$ cat src/rtl/calc_ctrl_pkg.sv
// Shared opcode, key-code and state definitions for the keypad calculator controller.
// The op table order here fixes which ALU opcode each opidx selects.
package calc_ctrl_pkg;

    localparam logic [4:0] ALU_ADD = 5'd0;
    localparam logic [4:0] ALU_ADC = 5'd1;
    localparam logic [4:0] ALU_SUB = 5'd2;
    localparam logic [4:0] ALU_SBC = 5'd3;
    localparam logic [4:0] ALU_NEG = 5'd4;
    localparam logic [4:0] ALU_NOT = 5'd5;
    localparam logic [4:0] ALU_OR  = 5'd6;
    localparam logic [4:0] ALU_AND = 5'd7;
    localparam logic [4:0] ALU_BIC = 5'd8;
    localparam logic [4:0] ALU_XOR = 5'd9;
    localparam logic [4:0] ALU_CPY = 5'd10;
    localparam logic [4:0] ALU_CMP = 5'd11;

    localparam logic [4:0] KEY_OPNEXT = 5'd16;
    localparam logic [4:0] KEY_EXEC   = 5'd17;
    localparam logic [4:0] KEY_BKSP   = 5'd18;
    localparam logic [4:0] KEY_CLR    = 5'd19;

    // Padded to 16 entries so any 4-bit opidx indexes a defined opcode.
    localparam logic [4:0] OP_TABLE [16] = '{
        ALU_ADD, ALU_ADC, ALU_SUB, ALU_SBC, ALU_NEG, ALU_NOT, ALU_OR, ALU_AND,
        ALU_BIC, ALU_XOR, ALU_CPY, ALU_CMP, ALU_ADD, ALU_ADD, ALU_ADD, ALU_ADD
    };

    typedef enum logic {
        ST_ENTRY = 1'b0,
        ST_ISSUE = 1'b1
    } state_t;

endpackage

$ cat src/rtl/calc_ctrl.sv
// Keypad operand/opcode sequencer feeding the ALU: builds a hex entry, holds the
// accumulator, and issues one ALU operation (with a single-cycle fue) per exec key.
module calc_ctrl
    import calc_ctrl_pkg::*;
#(
    parameter int DIGITS = 8,
    parameter int NOPS   = 12
) (
    input  logic        clk,
    input  logic        rst,
    input  logic [4:0]  key,
    input  logic        strobe,
    input  logic [31:0] alu_out,
    output logic [31:0] in1,
    output logic [31:0] in2,
    output logic [4:0]  op,
    output logic        fue,
    output logic [3:0]  opidx,
    output logic [31:0] disp,
    output logic        mode,
    output logic        busy
);

    localparam int EW = 4 * DIGITS;

    state_t          state, state_nx;
    logic [31:0]     acc;
    logic [EW-1:0]   entry;
    logic [EW+3:0]   entry_shift;
    logic            fresh;
    logic            strobe_q;
    logic            press;

    assign press       = strobe & ~strobe_q;
    assign entry_shift = {entry, key[3:0]};

    always_ff @(posedge clk or posedge rst) begin
        if (rst) strobe_q <= 1'b0;
        else     strobe_q <= strobe;
    end

    always_ff @(posedge clk or posedge rst) begin
        if (rst) state <= ST_ENTRY;
        else     state <= state_nx;
    end

    always_comb begin
        state_nx = state;
        case (state)
            ST_ENTRY: if (press && key == KEY_EXEC) state_nx = ST_ISSUE;
            ST_ISSUE: state_nx = ST_ENTRY;
            default:  state_nx = ST_ENTRY;
        endcase
    end

    always_comb begin
        fue  = (state == ST_ISSUE);
        busy = (state == ST_ISSUE);
    end

    // Presses seen while in ISSUE are intentionally dropped, not queued.
    always_ff @(posedge clk or posedge rst) begin
        if (rst) begin
            acc   <= '0;
            entry <= '0;
            opidx <= '0;
            mode  <= 1'b0;
            fresh <= 1'b0;
        end else if (state == ST_ISSUE) begin
            if (op != ALU_CMP) acc <= alu_out;
            mode  <= 1'b1;
            fresh <= 1'b1;
        end else if (press) begin
            if (!key[4]) begin
                entry <= fresh ? EW'(key[3:0]) : entry_shift[EW-1:0];
                fresh <= 1'b0;
                mode  <= 1'b0;
            end else begin
                case (key)
                    KEY_OPNEXT: opidx <= (opidx == 4'(NOPS - 1)) ? 4'd0 : opidx + 4'd1;
                    KEY_BKSP: begin
                        entry <= entry >> 4;
                        mode  <= 1'b0;
                    end
                    KEY_CLR: begin
                        acc   <= '0;
                        entry <= '0;
                        opidx <= '0;
                        mode  <= 1'b0;
                        fresh <= 1'b0;
                    end
                    default: ;
                endcase
            end
        end
    end

    assign in1  = acc;
    assign in2  = 32'(entry);
    assign op   = OP_TABLE[opidx];
    assign disp = mode ? acc : in2;

endmodule

$ cat config.mk
export PLATFORM = sky130hd
export DESIGN_NAME = calc_ctrl
export DESIGN_NICKNAME = d
export VERILOG_FILES = /design/src/rtl/calc_ctrl_pkg.sv /design/src/rtl/calc_ctrl.sv
export SDC_FILE = /design/constraint.sdc
export NUM_CORES = 1
export LEC_CHECK = 0
export ABC_AREA = 1
export CAP_MARGIN = 20
export CORE_ASPECT_RATIO = 2
export CORE_MARGIN = 2
export CORE_UTILIZATION = 45
export CTS_CLUSTER_SIZE = 24
export DETAILED_ROUTE_END_ITERATION = 6
export GPL_ROUTABILITY_DRIVEN = 0
export GPL_TIMING_DRIVEN = 0
export PLACE_DENSITY = 0.81
export SYNTH_ARGS = -nofsm -noshare
export SYNTH_HDL_FRONTEND = slang
export SYNTH_SLANG_ARGS = --single-unit
$ cat constraint.sdc
create_clock -name clk -period 2.6 [get_ports clk]
set_input_delay 0.39 -clock clk [delete_from_list [all_inputs] [get_ports clk]]
set_output_delay 0.39 -clock clk [all_outputs]
set_load 0.01 [all_outputs]
Yosys cells after proc, flatten, opt, wreduce, memory -nomap -nowiden:

Memory sizes are Yosys's and may differ from the RTL's.
Cells that the tools add are included.

* flip-flop bits (word level): 72
* output and inout bits: 108
* bits of input ports: 40
* ROM bits: 80
* memories kept: 1

Memory list
* (name not given): words 16, bits a word 5, rd ports 1, clocked after Yosys merged registers in 0, wr ports 0, line calc_ctrl.sv:100 `assign op = OP_TABLE[opidx];`

* reductions and logical operators: 11
* muxes and demuxes: 23
* equal/unequal tests: 10
* bitwise logic cells: 4
* $lt $le $gt $ge: 1
* add/sub/neg operators: 1

Operators with widths (count)
* 32-bit two-way mux: 8
* 32-bit one-hot mux with 2 select lines: 1
* 5-bit == test, second input constant: 4
* 5-bit two-way mux: 2
* 1-bit two-way mux: 9
* 4-bit one-hot mux with 2 select lines: 1
* 4-bit AND reduction: 2
* 2-bit nonzero test: 4
* 3-bit by 1-bit inequality test with 1-bit output, second input constant: 2
* 5-bit greater-or-equal comparator, second input constant: 1
* 5-bit by 4-bit inequality test with 1-bit output, second input constant: 1
* 4-bit NOT with 5-bit output: 1
* 4-bit by 1-bit adder with 4-bit output, second input constant: 1
* 4-bit == test, second input constant: 1
* 4-bit two-way mux: 1
* 2-bit AND reduction: 2
* 3-bit by 2-bit inequality test with 1-bit output, second input constant: 1
* 3-bit AND reduction: 1
* 2-bit by 1-bit inequality test with 1-bit output, second input constant: 1
* 1-bit NOT: 2
* 1-bit one-hot mux with 2 select lines: 1
* 2-bit OR reduction: 1
* 1-bit AND: 1
* 1-bit logical AND: 1

Depth between registers and ports, before layout:

* depth after elaboration: 7
* gate-level depth with buffers: 9

Least setup slack after synthesis:

OpenSTA, ideal clock, no wires.

* path kind: reg-to-output
* from: register mode
* to: output port disp[10]
* path slack: 1.096 ns
* cell stages (with the launch flop): 6
* buffers on the path: 2
* arrival: 1.114 ns
* cells stage by stage: dfrtp_1 > clkbuf_1 > inv_1 > clkbuf_1 > nand2_1 > nand2_1

* word-level cells in the longest chain between the ends: 1

RTL lines
* from (decl): line calc_ctrl.sv:20 `output logic mode,`
* from (signal assigned): line calc_ctrl.sv:67 `mode <= 1'b0;`
* from (signal assigned): line calc_ctrl.sv:71 `mode <= 1'b1;`
* from (signal assigned): line calc_ctrl.sv:77 `mode <= 1'b0;`
* 32-bit two-way mux: line calc_ctrl.sv:101 `assign disp = mode ? acc : in2;`
* to (decl): line calc_ctrl.sv:19 `output logic [31:0] disp,`

Every way passes these cells.

Final worst setup path:

* from: register mode
* to: output port disp[4]

Same word-level chain as after synthesis.

==> results by stage <==
Placement:
- The placed instances occupy a cell area of 5520 sq um.
- The estimated wirelength of the detail-placed design is 10.1 mm.
- The cell count after placement is 796.
- The count of input and output buffers is 145.

CTS:
- TritonCTS built the clock tree.
- TritonCTS created 9 clock buffers.
- The number of buffers inserted to repair setup after CTS is 0.
- In this run the number of H-tree levels came out at 3.
- The clock latency reported for the late side of the worst-skew pair is 0.34 ns.
- The total of hold buffers inserted after clock tree synthesis is 0.
- In this run the deepest clock path goes through 2 buffers.
- Clock tree synthesis found a total of 72 sinks.
- The cell chosen for the clock root is sky130_fd_sc_hd__clkbuf_16.
- After clock tree synthesis, the clock-pin slew on the worst setup and hold paths is 0.06 ns.

Floorplanning:
- The region available for standard cell placement spans 8590 sq um.
- The area enclosed by the die boundary is 9570 sq um.
- The die is 136 um tall.
- The floorplan step set the die width to 70.2 um.
- 148 I/O pins were placed.
- The floorplan row count is 48.
- The initial utilization of the core area, before any placement, comes to 0.459.

Logic synthesis:
- The library cell occupying the most area in the post-synthesis netlist is sky130_fd_sc_hd__dfrtp_1.
- The share of flip-flops with an asynchronous set or reset is 1.00.
- Of the synthesized area, sequential elements account for 0.457.
- The number of flip-flops and latches in the synthesized netlist is 72.
- Ranked by instance count, the synthesized netlist is headed by 301 x sky130_fd_sc_hd__nand2_1, 72 x sky130_fd_sc_hd__dfrtp_1, 72 x sky130_fd_sc_hd__nand3_1.
- Ranked by total cell area, the synthesized netlist is headed by sky130_fd_sc_hd__dfrtp_1 46%, sky130_fd_sc_hd__nand2_1 29%, sky130_fd_sc_hd__nand3_1 9.1%.
- Summing every instance area after synthesis gives 3940 sq um.
- In this run, synthesis inferred 0 flip-flops with an integrated enable.
- The share of synthesized area in the top cell type comes to 0.457.
- When the netlist entered floorplanning its net count stood at 592.
- The synthesized netlist contains 26 unique library cells.
- The synthesized area divided by synthesized cell count is 7.16 sq um.
- The most repeated cell in the gate-level netlist after synthesis is sky130_fd_sc_hd__nand2_1.
- The Yosys step of the flow raised 0 warnings.
- The number of instances in the synthesized netlist is 551.
- The most used flip-flop cell after synthesis is sky130_fd_sc_hd__dfrtp_1.

Worst setup path:
- STA classifies the critical path startpoint as a flop.
- In this run the worst path has a maximum fanout of 10.
- The endpoint required time on the critical path is 2.21 ns.
- In this run the critical register-to-register path is launched from busy$_DFF_PP0_.
- The delay contributed by the slowest stage of the critical path is 0.55 ns.
- STA classifies the critical path endpoint as a primary output.
- The most common cell type on the critical path is sky130_fd_sc_hd__nand2_1.
- In this run the worst setup path begins at mode$_DFFE_PP0P_.
- The signal on the critical path passes through clkbuf_1, inv_2, buf_2, nand2_1, nand2_1, clkdlybuf4s50_1.
- For flop-to-flop paths, the worst setup slack is 1.04 ns.
- The slowest stage of the critical path is the sky130_fd_sc_hd__clkdlybuf4s50_1 cell.
- The startpoint-to-endpoint class of the critical path is flop to primary output.
- At the worst endpoint, the arrival time is 2.05 ns.

Pwr:
- The share of total power dissipated in sequential elements is 0.403.
- The logic gate share of total power is 0.240.
- The cell-internal power is 2.42 mW.
- Dividing total power by cell area gives a power density of 595 nW/um^2.
- The clock share of power is 0.357.
- VDD sags by at most 407 uV.
- The net switching power of the design is 1.04 mW.
- Of the total power, the share spent switching nets is 0.301.
- The analysis attributes to cell leakage a power of 3.03 nW.

STA:
- Of the available clock period, the critical path in the final layout requires 0.940.
- After layout, the minimum clock period comes to 2.44 ns.
- Summed over all failing endpoints, the final setup total negative slack is 0 ns.
- The number of hold violations in the final report is 0.
- Setup violations remaining at the end of the flow were counted as 0.
- The fmax is 409 MHz.
- The relative slew slack is 0.406.
- At the pin with the least slew margin, the transition time is 0.891 ns.
- Setup repair after global routing left no endpoint under its margin.
- The final-report max-slew violation count is 0.
- Between clock sinks in the finished design, the worst skew comes to 0.00548 ns.
- The worst hold margin is 0.432 ns.

GRT:
- The via count of the first global-routing pass is 4149.
- The global-route wire length before repair is 20.5 mm.
- The initial antenna violation count is 0.
- Entering global routing, the biggest net connects 73 pins.
- The total global routing overflow is 0.
- The combined global-route utilization of all metal layers is 0.279.

Status:
- The flow ran to the end, and the final reports show no timing, DRC or antenna violations.

Route:
- The final routed wire length divided by cell count is 16.4 um.
- Dividing the detail-routed via count by the number of cells gives 5.29.
- The number of DRC violations after detailed routing is 0.
- The number of DRC markers after the initial detailed-route iteration is 363.
- Detailed routing inserted a total of 4292 vias.
- The routed wire length is 13.3 mm.
- The detail route stage leaves a number of antenna-violating nets equal to 0.
- The number of detailed-route iterations in the first pass is 5.

Cells and area:
- The count of fill cells added during filler insertion is 729.
- The antenna cell count is 0.
- The post-route non-filler standard cell count is 812.
- For this run, the post-layout net count is 748.
- Compared with the post-synthesis result, the final layout area differs by 47.9%.
- The share of final-layout standard cells stronger than drive strength 1 is 0.119.
- The final standard cell area without fillers is 5830 sq um.

Min path:
- The path category of the worst min-delay check is input pin to flop.
- The startpoint identified for the worst hold timing path is key[4].

Run:
- Across the run, the number of max-cap violations was 0.
[per-stage QoR]
stage	utilization	worst slack (ns)	total power, mW
after global routing	0.679	0.0618	3.61
after global placement	0.643	-0.821	2.21
after floorplan	-	0.385	1.72
after CTS	0.678	0.0281	3.47
after detailed placement	0.643	0.233	2.24
final	0.679	0.157	3.47
[cell type report]
class                      count  area (sq um)  area share
sequential                    72          1800       0.309
buffer                        35           230      0.0395
clock inverter                 7          72.6      0.0124
tap                          100           125      0.0215
inverter                      18          70.1      0.0120
clock buffer                   9           225      0.0386
multi-input combinational    426          1850       0.318
timing repair buffer         145          1450       0.249
[metal layers]
layer  GRT usage  up-vias  wire length, um
li1            -     2018                -
met5           0        -                0
met4       0.172        0              725
met2       0.511      196             7260
met1       0.282     2022             4580
met3      0.0600       56              739
[critical path, delay by kind of cell, from the launching register on]
kind | cells | cell delay, ns
simple gates | 2 | 0.19
flops | 1 | 0.39
buf+inv | 4 | 1.12
[path summary, 6_finish.rpt]
path	to	cells past startpoint
setup / recovery	disp[4]	6
hold / removal	busy$_DFF_PP0_	3
setup reg to reg	in2[13]$_DFFE_PP0P_	8
hold reg to reg	in1[27]$_DFFE_PP0P_	2
max in group asynchronous	in1[10]$_DFFE_PP0P_	2
min in group asynchronous	in1[25]$_DFFE_PP0P_	2
[flip-flops by register name, summed over array words and instances, names as in the netlist]
signal,cells
in1,32
mode,1
opidx,4
busy,1
strobe_q,1
fresh,1
in2,32
[power groups by stage]
stage               logic, mW  registers [mW]  clock network, mW
finish                  0.832            1.40               1.24
floorplan               0.302            1.42                  0
global route            0.898            1.41               1.31
CTS                     0.836            1.39               1.24
global placement        0.807            1.41                  0
detailed placement      0.828            1.41                  0
[cell usage in the layout (no fill, tap or decap)]
cell type / count
sky130_fd_sc_hd__inv_4: 1
sky130_fd_sc_hd__clkbuf_2: 3
sky130_fd_sc_hd__nand2_4: 1
sky130_fd_sc_hd__clkbuf_4: 1
sky130_fd_sc_hd__nand4_4: 1
sky130_fd_sc_hd__nand2_2: 30
sky130_fd_sc_hd__inv_1: 11
sky130_fd_sc_hd__a21oi_1: 3
sky130_fd_sc_hd__a21boi_0: 1
sky130_fd_sc_hd__a21oi_4: 1
sky130_fd_sc_hd__nor2_2: 1
sky130_fd_sc_hd__nor3_1: 1
sky130_fd_sc_hd__nand2_1: 301
sky130_fd_sc_hd__buf_2: 13
sky130_fd_sc_hd__clkdlybuf4s50_1: 145
sky130_fd_sc_hd__xnor2_1: 1
sky130_fd_sc_hd__nor2_1: 8
sky130_fd_sc_hd__conb_1: 1
sky130_fd_sc_hd__dfrtp_1: 72
sky130_fd_sc_hd__clkinv_4: 2
sky130_fd_sc_hd__inv_2: 6
sky130_fd_sc_hd__clkinv_2: 2
sky130_fd_sc_hd__clkinvlp_4: 2
sky130_fd_sc_hd__nand3_1: 72
sky130_fd_sc_hd__bufinv_16: 1
sky130_fd_sc_hd__nand4_1: 1
sky130_fd_sc_hd__buf_12: 3
sky130_fd_sc_hd__nor2_4: 1
sky130_fd_sc_hd__clkbuf_16: 9
sky130_fd_sc_hd__buf_6: 1
sky130_fd_sc_hd__buf_4: 5
sky130_fd_sc_hd__buf_1: 2
sky130_fd_sc_hd__clkbuf_1: 7
sky130_fd_sc_hd__ha_1: 1
sky130_fd_sc_hd__nor2_8: 1
[logic make-up (layout without fill, tap and decap cells)]
kind of cell,Yosys count,count (layout),synth area share
AOI/OAI and AO/OA,5,5,0.00984
and+or+nand+nor,418,418,0.454
xor gates and xnor gates,1,1,0.00222
adders and majority gates,1,1,0.00317
other,1,1,0.000951
buffers and inverters,53,214,0.0730
DFF,72,72,0.457
[timing repair]
| item | 4_1_cts | 5_1_grt |
|---|---|---|
| gates resized for setup | 3 | 11 |
| setup endpoints to repair | 20 | 28 |
| cloned | 0 | 0 |
No activity file was read; power rests on OpenSTA's default activity.
